### config.mk
export PLATFORM = sky130hd
export DESIGN_NAME = mc_sequencer
export DESIGN_NICKNAME = d
export VERILOG_FILES = /design/src/rtl/mc_sequencer.sv
export SDC_FILE = /design/constraint.sdc
export NUM_CORES = 1
export LEC_CHECK = 0
export CAP_MARGIN = 5
export CORE_UTILIZATION = 40
export CTS_CLUSTER_SIZE = 10
export DETAILED_ROUTE_END_ITERATION = 10
export PLACE_DENSITY = 0.69
export SETUP_SLACK_MARGIN = 0.3
export SYNTH_ARGS = -nofsm -noshare
export SYNTH_HDL_FRONTEND = slang
export SYNTH_SLANG_ARGS = --single-unit
### constraint.sdc
create_clock -name CLK -period 4 [get_ports CLK]
set_input_delay 0.6 -clock CLK [delete_from_list [all_inputs] [get_ports CLK]]
set_output_delay 0.6 -clock CLK [all_outputs]
set_load 0.005 [all_outputs]
### src/rtl/mc_sequencer.sv
// ---------------------------------------------------------------------------
// mc_sequencer
//
// Multi-cycle control sequencer for the 8-bit microprocessor datapath.
// Each instruction is captured from IMEM into IR during FETCH and is then
// stepped through DECODE, EXEC and, depending on the opcode, MEM and/or WB.
// The datapath control strobes are Moore outputs of STATE and IR[7:6]. They
// are registered: each edge loads the strobe pattern of the state being
// entered. Free-run (RUN), single-step (STEP) and a sticky memory-timeout
// halt are supported.
//
// Opcodes (IR[7:6]): 00 add, 01 lw, 10 sw, 11 j
//
// Ports
//   CLK         in   1      system clock, rising edge
//   RST         in   1      synchronous reset, active-low
//   RUN         in   1      fetch continuously while high
//   STEP        in   1      one-cycle pulse, runs one instruction from IDLE
//   INSTR       in   8      IMEM output for the current PC
//   MEM_READY   in   1      data memory access complete (used in MEM only)
//   IR          out  8      latched instruction
//   PC_WE       out  1      load PC this cycle
//   PC_SRC      out  1      0 = PC+1, 1 = jump target from IR
//   REG_WE      out  1      register file write enable
//   MEM_TO_REG  out  1      writeback source select, 1 = memory read data
//   MEM_RE      out  1      data memory read strobe
//   MEM_WE      out  1      data memory write strobe
//   STATE       out  3      current sequencer state
//   INSTR_DONE  out  1      pulse in the last cycle of each instruction
//   RETIRE_CNT  out  CNT_W  instructions retired since reset (wraps)
//   ERR         out  1      sticky memory-timeout fault flag
// ---------------------------------------------------------------------------
module mc_sequencer #(
    parameter int MEM_WAIT_MAX = 15,
    parameter int CNT_W        = 8
) (
    input  logic             CLK,
    input  logic             RST,
    input  logic             RUN,
    input  logic             STEP,
    input  logic [7:0]       INSTR,
    input  logic             MEM_READY,
    output logic [7:0]       IR,
    output logic             PC_WE,
    output logic             PC_SRC,
    output logic             REG_WE,
    output logic             MEM_TO_REG,
    output logic             MEM_RE,
    output logic             MEM_WE,
    output logic [2:0]       STATE,
    output logic             INSTR_DONE,
    output logic [CNT_W-1:0] RETIRE_CNT,
    output logic             ERR
);

    typedef enum logic [2:0] {
        S_IDLE   = 3'd0,
        S_FETCH  = 3'd1,
        S_DECODE = 3'd2,
        S_EXEC   = 3'd3,
        S_MEM    = 3'd4,
        S_WB     = 3'd5,
        S_UNUSED = 3'd6,
        S_HALT   = 3'd7
    } state_t;

    localparam logic [1:0] OP_ADD = 2'b00;
    localparam logic [1:0] OP_LW  = 2'b01;
    localparam logic [1:0] OP_SW  = 2'b10;
    localparam logic [1:0] OP_J   = 2'b11;

    localparam logic [7:0] WAIT_LAST = 8'(MEM_WAIT_MAX - 1);

    state_t           state;
    state_t           nxt_state;
    logic [7:0]       nxt_ir;
    logic [7:0]       wait_cnt;
    logic [7:0]       nxt_wait;
    logic [CNT_W-1:0] nxt_retire;
    logic             nxt_err;
    logic             instr_end;
    logic             done_q;
    logic             sw_done;

    logic             nxt_pc_we;
    logic             nxt_pc_src;
    logic             nxt_reg_we;
    logic             nxt_mem_to_reg;
    logic             nxt_mem_re;
    logic             nxt_mem_we;
    logic             nxt_done;

    // Next-state logic. An instruction "ends" in EXEC for j, in MEM for sw
    // and in WB for add/lw; the end handling (retire count and the choice
    // between FETCH and IDLE) is shared below.
    always_comb begin
        nxt_state  = state;
        nxt_ir     = IR;
        nxt_wait   = wait_cnt;
        nxt_err    = ERR;
        nxt_retire = RETIRE_CNT;
        instr_end  = 1'b0;

        case (state)
            S_IDLE: begin
                if (RUN || STEP) begin
                    nxt_state = S_FETCH;
                end
            end
            S_FETCH: begin
                nxt_ir    = INSTR;
                nxt_state = S_DECODE;
            end
            S_DECODE: begin
                nxt_state = S_EXEC;
            end
            S_EXEC: begin
                case (IR[7:6])
                    OP_ADD: nxt_state = S_WB;
                    OP_LW,
                    OP_SW: begin
                        nxt_state = S_MEM;
                        nxt_wait  = 8'd0;
                    end
                    default: instr_end = 1'b1;
                endcase
            end
            S_MEM: begin
                if (MEM_READY) begin
                    if (IR[7:6] == OP_LW) begin
                        nxt_state = S_WB;
                    end else begin
                        instr_end = 1'b1;
                    end
                end else if (wait_cnt == WAIT_LAST) begin
                    nxt_state = S_HALT;
                    nxt_err   = 1'b1;
                end else begin
                    nxt_wait = wait_cnt + 8'd1;
                end
            end
            S_WB: begin
                instr_end = 1'b1;
            end
            S_HALT: begin
                nxt_state = S_HALT;
            end
            default: begin
                nxt_state = S_IDLE;
            end
        endcase

        if (instr_end) begin
            nxt_retire = RETIRE_CNT + CNT_W'(1);
            nxt_state  = RUN ? S_FETCH : S_IDLE;
        end
    end

    // Strobe pattern of the state about to be entered, so that the registered
    // outputs line up with STATE in the same cycle.
    always_comb begin
        nxt_pc_we      = 1'b0;
        nxt_pc_src     = 1'b0;
        nxt_reg_we     = 1'b0;
        nxt_mem_to_reg = 1'b0;
        nxt_mem_re     = 1'b0;
        nxt_mem_we     = 1'b0;
        nxt_done       = 1'b0;

        case (nxt_state)
            S_FETCH: begin
                nxt_pc_we = 1'b1;
            end
            S_EXEC: begin
                if (nxt_ir[7:6] == OP_J) begin
                    nxt_pc_we  = 1'b1;
                    nxt_pc_src = 1'b1;
                    nxt_done   = 1'b1;
                end
            end
            S_MEM: begin
                nxt_mem_re = (nxt_ir[7:6] == OP_LW);
                nxt_mem_we = (nxt_ir[7:6] == OP_SW);
            end
            S_WB: begin
                nxt_reg_we     = 1'b1;
                nxt_mem_to_reg = (nxt_ir[7:6] == OP_LW);
                nxt_done       = 1'b1;
            end
            default: begin
            end
        endcase
    end

    // Sequencer register. Reset wins over everything, including HALT.
    always_ff @(posedge CLK) begin
        if (!RST) begin
            state      <= S_IDLE;
            IR         <= 8'd0;
            wait_cnt   <= 8'd0;
            RETIRE_CNT <= '0;
            ERR        <= 1'b0;
            PC_WE      <= 1'b0;
            PC_SRC     <= 1'b0;
            REG_WE     <= 1'b0;
            MEM_TO_REG <= 1'b0;
            MEM_RE     <= 1'b0;
            MEM_WE     <= 1'b0;
            done_q     <= 1'b0;
        end else begin
            state      <= nxt_state;
            IR         <= nxt_ir;
            wait_cnt   <= nxt_wait;
            RETIRE_CNT <= nxt_retire;
            ERR        <= nxt_err;
            PC_WE      <= nxt_pc_we;
            PC_SRC     <= nxt_pc_src;
            REG_WE     <= nxt_reg_we;
            MEM_TO_REG <= nxt_mem_to_reg;
            MEM_RE     <= nxt_mem_re;
            MEM_WE     <= nxt_mem_we;
            done_q     <= nxt_done;
        end
    end

    // A store finishes in whichever MEM cycle sees MEM_READY, which cannot
    // be known a cycle ahead, so that one completion is decoded directly.
    assign sw_done    = (state == S_MEM) && (IR[7:6] == OP_SW) && MEM_READY;
    assign INSTR_DONE = done_q || sw_done;
    assign STATE      = state;

endmodule

==> impl_results.md, run 1 <==
* Status: complete, no violations
* Placed Instance Area at 0.00213 mm2
* Least-Margin Pin Slew at 713 ps
* WL/cell at 13.2 um
* Final setup fails at 0
* Part of the power in registers at 0.512
* CP Max Fanout at 10
* Hold depth at 2
* Share of cells above drive strength 1 at 0.0472
* Core area at 0.00403 mm2
* Synth Area in Simple Gates at 0.253
* Initial Utilization at 0.420
* Final core occ at 0.546
* Leakage power at 0.000781 uW
* Crit path DAT at 2620 ps
* Antenna violations before repair at 0
* First-pass GRT wire length at 6120 um
* Share of the synthesized area in the top cell type at 0.414
* Post-synth EDFFs at 0
* Number of vias per cell at 5.24
* Ys async rst share at 0
* Ys Warns at 0
* Adder-cell share of the synthesized area at 0.0518
* Mapped Area at 0.00169 mm2
* Slew margin rel. at 0.524
* Final-layout fill cell count at 380
* Final instance area at 0.00220 mm2
* Cell internal pwr at 554 uW
* Fin worst setup slack at 1520 ps
* Reg2Reg Setup Slack at 1670 ps
* Clock power frac at 0.305
* Post-synthesis to final-layout area growth at 30.0%
* Avg Cell Area, Syn at 8.76 um2
* Synth Area in Compound Gates at 0.142
* Largest family of logic cells by synthesized area: simple AND/OR/NAND/NOR gates
* Vias after detailed routing at 1,484
* Cell variety after synth at 42
* CTS Buffer Depth at 2
* Ant diodes at 0
* Vert. Die Dim at 67.0 um
* Flip-flop and latch area at 701 um2
* Setup TNS at 0 ps
* RSZ-0062 raised after global routing: false
* TritonCTS clock tree: done
* Crit path time final at 2480 ps
* Detail Route Antenna Nets at 0
* Die ar. at 0.00449 mm2
* Peak supply drop at 0.000187 V
* CTS Hold Bufs at 0
* Post-cts resize count at 0
* Synth area leader: dfxtp_1
* Total gr overflow at 0
* Slew Viols, Final at 0
* FF-to-FF End: PC_WE
* Post-Syn Instances at 193
* Vias in the first global route at 1,345
* Setup CP Type: primary input to register
* Largest net degree at the start of global routing at 23
* Post-CTS setup buffer count at 0
* CTS root buffer: clkbuf_8
* Number of clock sinks at 35
* Mux contribution to synthesized area at 0.0355
* Port Buffers at 39
* Final nets at 254
* Total track usage at 0.184
* Footprint of the multi-input gates at 935 um2
* DP HPWL at 2630 um
* Net switching power at 199 uW
* Combinational share of power at 0.183
* Crit path from: MEM_READY
* Final hold viol count at 0
* GP Congestion at 0.800
* Hold WC Path Type: register to register
* PD cells at 343 mW/mm2
* Crit path launch type: primary input
* #FFs+latches synth at 35
* Worst Path Required at 4140 ps
* CTS Buf Count at 5
* Final worst-path cycle share at 0.620
* CP Capture Type: register
* Worst setup endpoint: PC_WE
* Post-synthesis sequential area ratio at 0.414
* Max Cap Viol at 0
* Synth Area in XOR/XNOR at 0.0673
* DRT Pass-1 Iters at 4
* Post-Route WL at 3720 um
* Clock slew at reported path FFs at 70 ps
* I/O pins at 40
* R2R Path Start: IR[7]
* Place WS at 1260 ps
* Row count at 23
* H-tree depth at 2
* Mapped Nets at 213
* Residual DRC at 0
* Top_reg_cell synth: dfxtp_1
* Switching Share at 0.264
* Max Clock Skew at 5.17 ps
* Top cells by area, synth: dfxtp_1 41%, nor2_1 7.5%, xnor2_1 6.7%
* Clock latency on the worst-skew pair at 280 ps
* Cell depth of the worst flop-to-flop path at 7
* FMAX at 403 MHz
* DR iter-0 viols at 115
* Die Span X at 67.0 um
==> layout by cell type, fill, tap and decap left out, types with 2 or more instances in the layout <==
master,count
clkdlybuf4s50_1,39
dfxtp_1,35
nor2_1,34
xnor2_1,13
nand2_1,12
a21oi_1,9
inv_1,8
nand3_1,7
ha_1,7
nor3_1,6
a211oi_1,6
mux2i_1,6
clkbuf_8,5
nor2b_1,3
and2_1,3
o31ai_1,3
nand4_1,3
a2111oi_0,3
and3b_1,2
o21ai_0,2
nand3b_1,2
nor4_1,2
a31oi_1,2
==> final cells by class <==
type	instances	area share
inverter	8	0.0137
tap	50	0.0285
sequential	35	0.319
multi-input combinational	144	0.425
timing repair buffer	40	0.181
clock buffer	6	0.0330
==> synthesized netlist by cell type (2+ instances only) <==
| cell | n |
|---|---|
| dfxtp_1 | 35 |
| mux2i_1 | 6 |
| xnor2_1 | 13 |
| ha_1 | 7 |
| nor2_1 | 34 |
| nor4_1 | 2 |
| nor3_1 | 6 |
| nand4_1 | 3 |
| and3b_1 | 2 |
| a2111oi_0 | 3 |
| inv_1 | 8 |
| a31oi_1 | 2 |
| nand3b_1 | 2 |
| a211oi_1 | 6 |
| and2_1 | 3 |
| nand3_1 | 7 |
| a21oi_1 | 9 |
| nor3b_1 | 2 |
| o31ai_1 | 3 |
| clkbuf_1 | 4 |
| nor2b_1 | 3 |
| o21ai_0 | 2 |
| nand2_1 | 12 |
==> cell families after synthesis <==
kind of cell	Yosys count
flip-flops	35
adder cells (fa/ha/maj)	7
AND/OR/NAND/NOR	85
AO/OA/AOI/OAI	33
buffers and inverters	14
XOR/XNOR	13
multiplexers	6
==> stage by stage <==
stage               hold WS, ps  std cells  total power (uW)
floorplan                   447        193               470
global placement            468        277               530
detailed placement          474        277               532
CTS                         484        283               758
global route                517        283               794
finish                      483        283               753
==> state kept, by name, indices dropped and copies added (netlist names) <==
| signal | cells |
|---|---|
| ERR | 1 |
| IR | 8 |
| MEM_RE | 1 |
| MEM_TO_REG | 1 |
| MEM_WE | 1 |
| PC_SRC | 1 |
| PC_WE | 1 |
| REG_WE | 1 |
| RETIRE_CNT | 8 |
| STATE | 3 |
| done_q | 1 |
| wait_cnt | 8 |
==> per-layer routing <==
| metal | wire (um) | vias to the layer above | track usage |
|---|---|---|---|
| li1 | - | 756 | - |
| met1 | 1750 | 686 | 0.229 |
| met2 | 1750 | 37 | 0.290 |
| met3 | 187 | 5 | 0.0497 |
| met4 | 42 | 0 | 0.0878 |
| met5 | 0 | - | 0 |
==> worst min path at each step <==
stage                           start          end  slack (ps)
after floorplan           wait_cnt[7]  wait_cnt[7]         450
final                     wait_cnt[7]  wait_cnt[7]         480
after global routing      wait_cnt[7]  wait_cnt[7]         520
after detailed placement  wait_cnt[7]  wait_cnt[7]         470
after global placement    wait_cnt[7]  wait_cnt[7]         470
after CTS                 wait_cnt[7]  wait_cnt[7]         480
==> worst max-delay path, cell delays in order <==
cell,delay (ps)
clkdlybuf4s50_1,450
nor2b_1,160
o21bai_1,500
nand2_1,230
a221oi_1,560
nor4_1,110
==> power groups by stage <==
stage	logic (uW)	clock network (uW)	registers, uW
finish	138	230	386
global route	151	255	388
floorplan	86.1	0	384
CTS	139	233	386
global placement	137	0	393
detailed placement	139	0	393
Note: power is estimated with default switching activity, not from simulation.
==> inputs of run 2 (changes only) <==
Settings changed: PLACE_DENSITY 0.69 to 0.72.
Clock period 4 ns to 2.25 ns, I/O delays scaled along.
==> run 2 against run 1 <==
  * Die area unchanged
  * Critical path depth down 1
  * Clock-buffer cell count up 1
  * Sequential power up 75%
  * Core utilization up 6.0 points
  * Clock power up 120%
  * Flip-flop and latch count unchanged
  * Combinational power up 120%
==> impl_results.md, run 2 (synthesized netlist as in run 1, its figures left out) <==
* Peak supply drop at 0.000360 V (+92%)
* Clock slew at reported path FFs at 70 ps (about the same)
* DR iter-0 viols at 98 (-15%)
* Crit path launch type: register
* Leakage power at 0.000889 uW (+14%)
* Post-synthesis to final-layout area growth at 44.2%
* Max Clock Skew at 5.14 ps (-0.0302 ps)
* Commonest non-fill, non-tap cell in the layout: clkdlybuf4s50_1
* Most frequent cells in the layout: 38 x clkdlybuf4s50_1, 34 x nor2_1, 30 x dfxtp_1
* Non-Filler Instances at 302 (+6.7%)
* Die Span X at 67.0 um (unchanged)
* GP Congestion at 0.831 (+3.8%)
* CTS root buffer: clkbuf_8
* CP Cell Sequence: or4b_4 > o21bai_4 > and2_4 > or4_1 > a21oi_1
* PD cells at 611 mW/mm2 (+78%)
* Critical-path top delay cell: or4b_4
* Final nets at 271 (+6.7%)
* CTS Buf Count at 5 (unchanged)
* Status: complete, no violations
* CP Capture Type: register
* Slew Viols, Final at 0 (unchanged)
* Vias in the first global route at 1,391 (+3.4%)
* CP Max Fanout at 6 (-4)
* Setup TNS at 0 ps (unchanged)
* DRT Pass-1 Iters at 4 (unchanged)
* Crit path DAT at 2130 ps (-490 ps)
* Total gr overflow at 0 (unchanged)
* Vert. Die Dim at 67.0 um (unchanged)
* Max Cap Viol at 0 (unchanged)
* Regs by FF count: IR x8, RETIRE_CNT x8, wait_cnt x8
* Number of clock sinks at 35 (unchanged)
* Cell depth of the worst flop-to-flop path at 5 (-2)
* Die ar. at 0.00449 mm2 (unchanged)
* Final core occ at 0.606 (+0.0599)
* Number of vias per cell at 5.11 (-2.5%)
* First-pass GRT wire length at 6380 um (+4.2%)
* Port Buffers at 39 (unchanged)
* WL/cell at 12.9 um (-2.0%)
* Bufs and invs on worst path at 0 (-1)
* Hold depth at 2 (unchanged)
* Hold WC Path Type: register to register
* CTS Buffer Depth at 2 (unchanged)
* Core area at 0.00403 mm2 (unchanged)
* Worst Path Required at 2460 ps (-1680 ps)
* Final setup fails at 0 (unchanged)
* Row count at 23 (unchanged)
* Critical Path Stages at 5 (-1)
* Fin worst setup slack at 337 ps (-1180 ps)
* DP HPWL at 2740 um (+4.1%)
* Residual DRC at 0 (unchanged)
* RSZ-0062 raised after global routing: true
* Slew margin rel. at 0.524 (about the same)
* TritonCTS clock tree: done
* Initial Utilization at 0.420 (unchanged)
* I/O pins at 40 (unchanged)
* Total track usage at 0.191 (+0.00637)
* Post-Route WL at 3890 um (+4.6%)
* Ant diodes at 0 (unchanged)
* Setup CP Type: register to register
* Detail Route Antenna Nets at 0 (unchanged)
* Hold_ws at 498 ps (+15.4 ps)
* Place WS at -166 ps (-1420 ps)
* Clock latency on the worst-skew pair at 280 ps (about the same)
* Least-Margin Pin Slew at 713 ps (+0.327 ps)
* Placed cells at 289 (+4.3%)
* Critical path's top delay family: simple AND/OR/NAND/NOR gates
* H-tree depth at 2 (unchanged)
* Vias after detailed routing at 1,544 (+4.0%)
* Antenna violations before repair at 0 (unchanged)
* Final hold viol count at 0 (unchanged)
* Crit path time final at 1910 ps
* Share of cells above drive strength 1 at 0.187 (+0.139)
* Final worst-path cycle share at 0.850
* FMAX at 523 MHz
* Largest net degree at the start of global routing at 23 (unchanged)
* CP max stage delay at 540 ps (-20 ps)
## run 2: power by group
group          total [uW]  internal [uW]  switching, uW
combinational         310            168            142
clock                 504            278            226
sequential            677            650           27.0
## run 2: tightest hold or removal path, stage by stage, from the launching register on
cell	delay, ps
dfxtp_1	320
mux2i_1	60
nor2_1	80
## run 2: final timing paths
| check | end | startpoint | slack, ps |
|---|---|---|---|
| setup reg to reg | wait_cnt[7] | STATE[0] | 340 |
| hold reg to reg | IR[0] | IR[0] | 500 |
| setup / recovery | wait_cnt[7] | STATE[0] | 340 |
| hold / removal | IR[0] | IR[0] | 500 |
## run 2: metal layers
layer	global-route usage	vias to the layer above	part of all wire
met5	0	-	0
met3	0.0565	6	0.044
met4	0.0665	0	0.014
li1	-	796	-
met1	0.255	706	0.50
met2	0.286	36	0.44
## run 2: cell type report
class	instances	area, um2
fillers	366	1590
repair buffers	57	524
clock inverters	1	7.51
well taps	50	62.6
multi-input cells	144	1000
clock buffers	7	96.3
inverters	8	30.0
flip-flops and latches	35	717
## run 2: what timing repair did
item / in CTS / in global routing
gates resized for setup: 12 / 14
pin swaps: 3 / 5
endpoints found under the setup margin: 14 / 12
hold buffers: 0 / 0
buffers inserted: 3 / 2
## run 2: metrics by stage
stage / total power [uW] / area (um2)
finish: 1490 / 2440
global route: 1560 / 2440
CTS: 1490 / 2370
detailed placement: 967 / 2220
global placement: 962 / 2220
floorplan: 836 / 1690
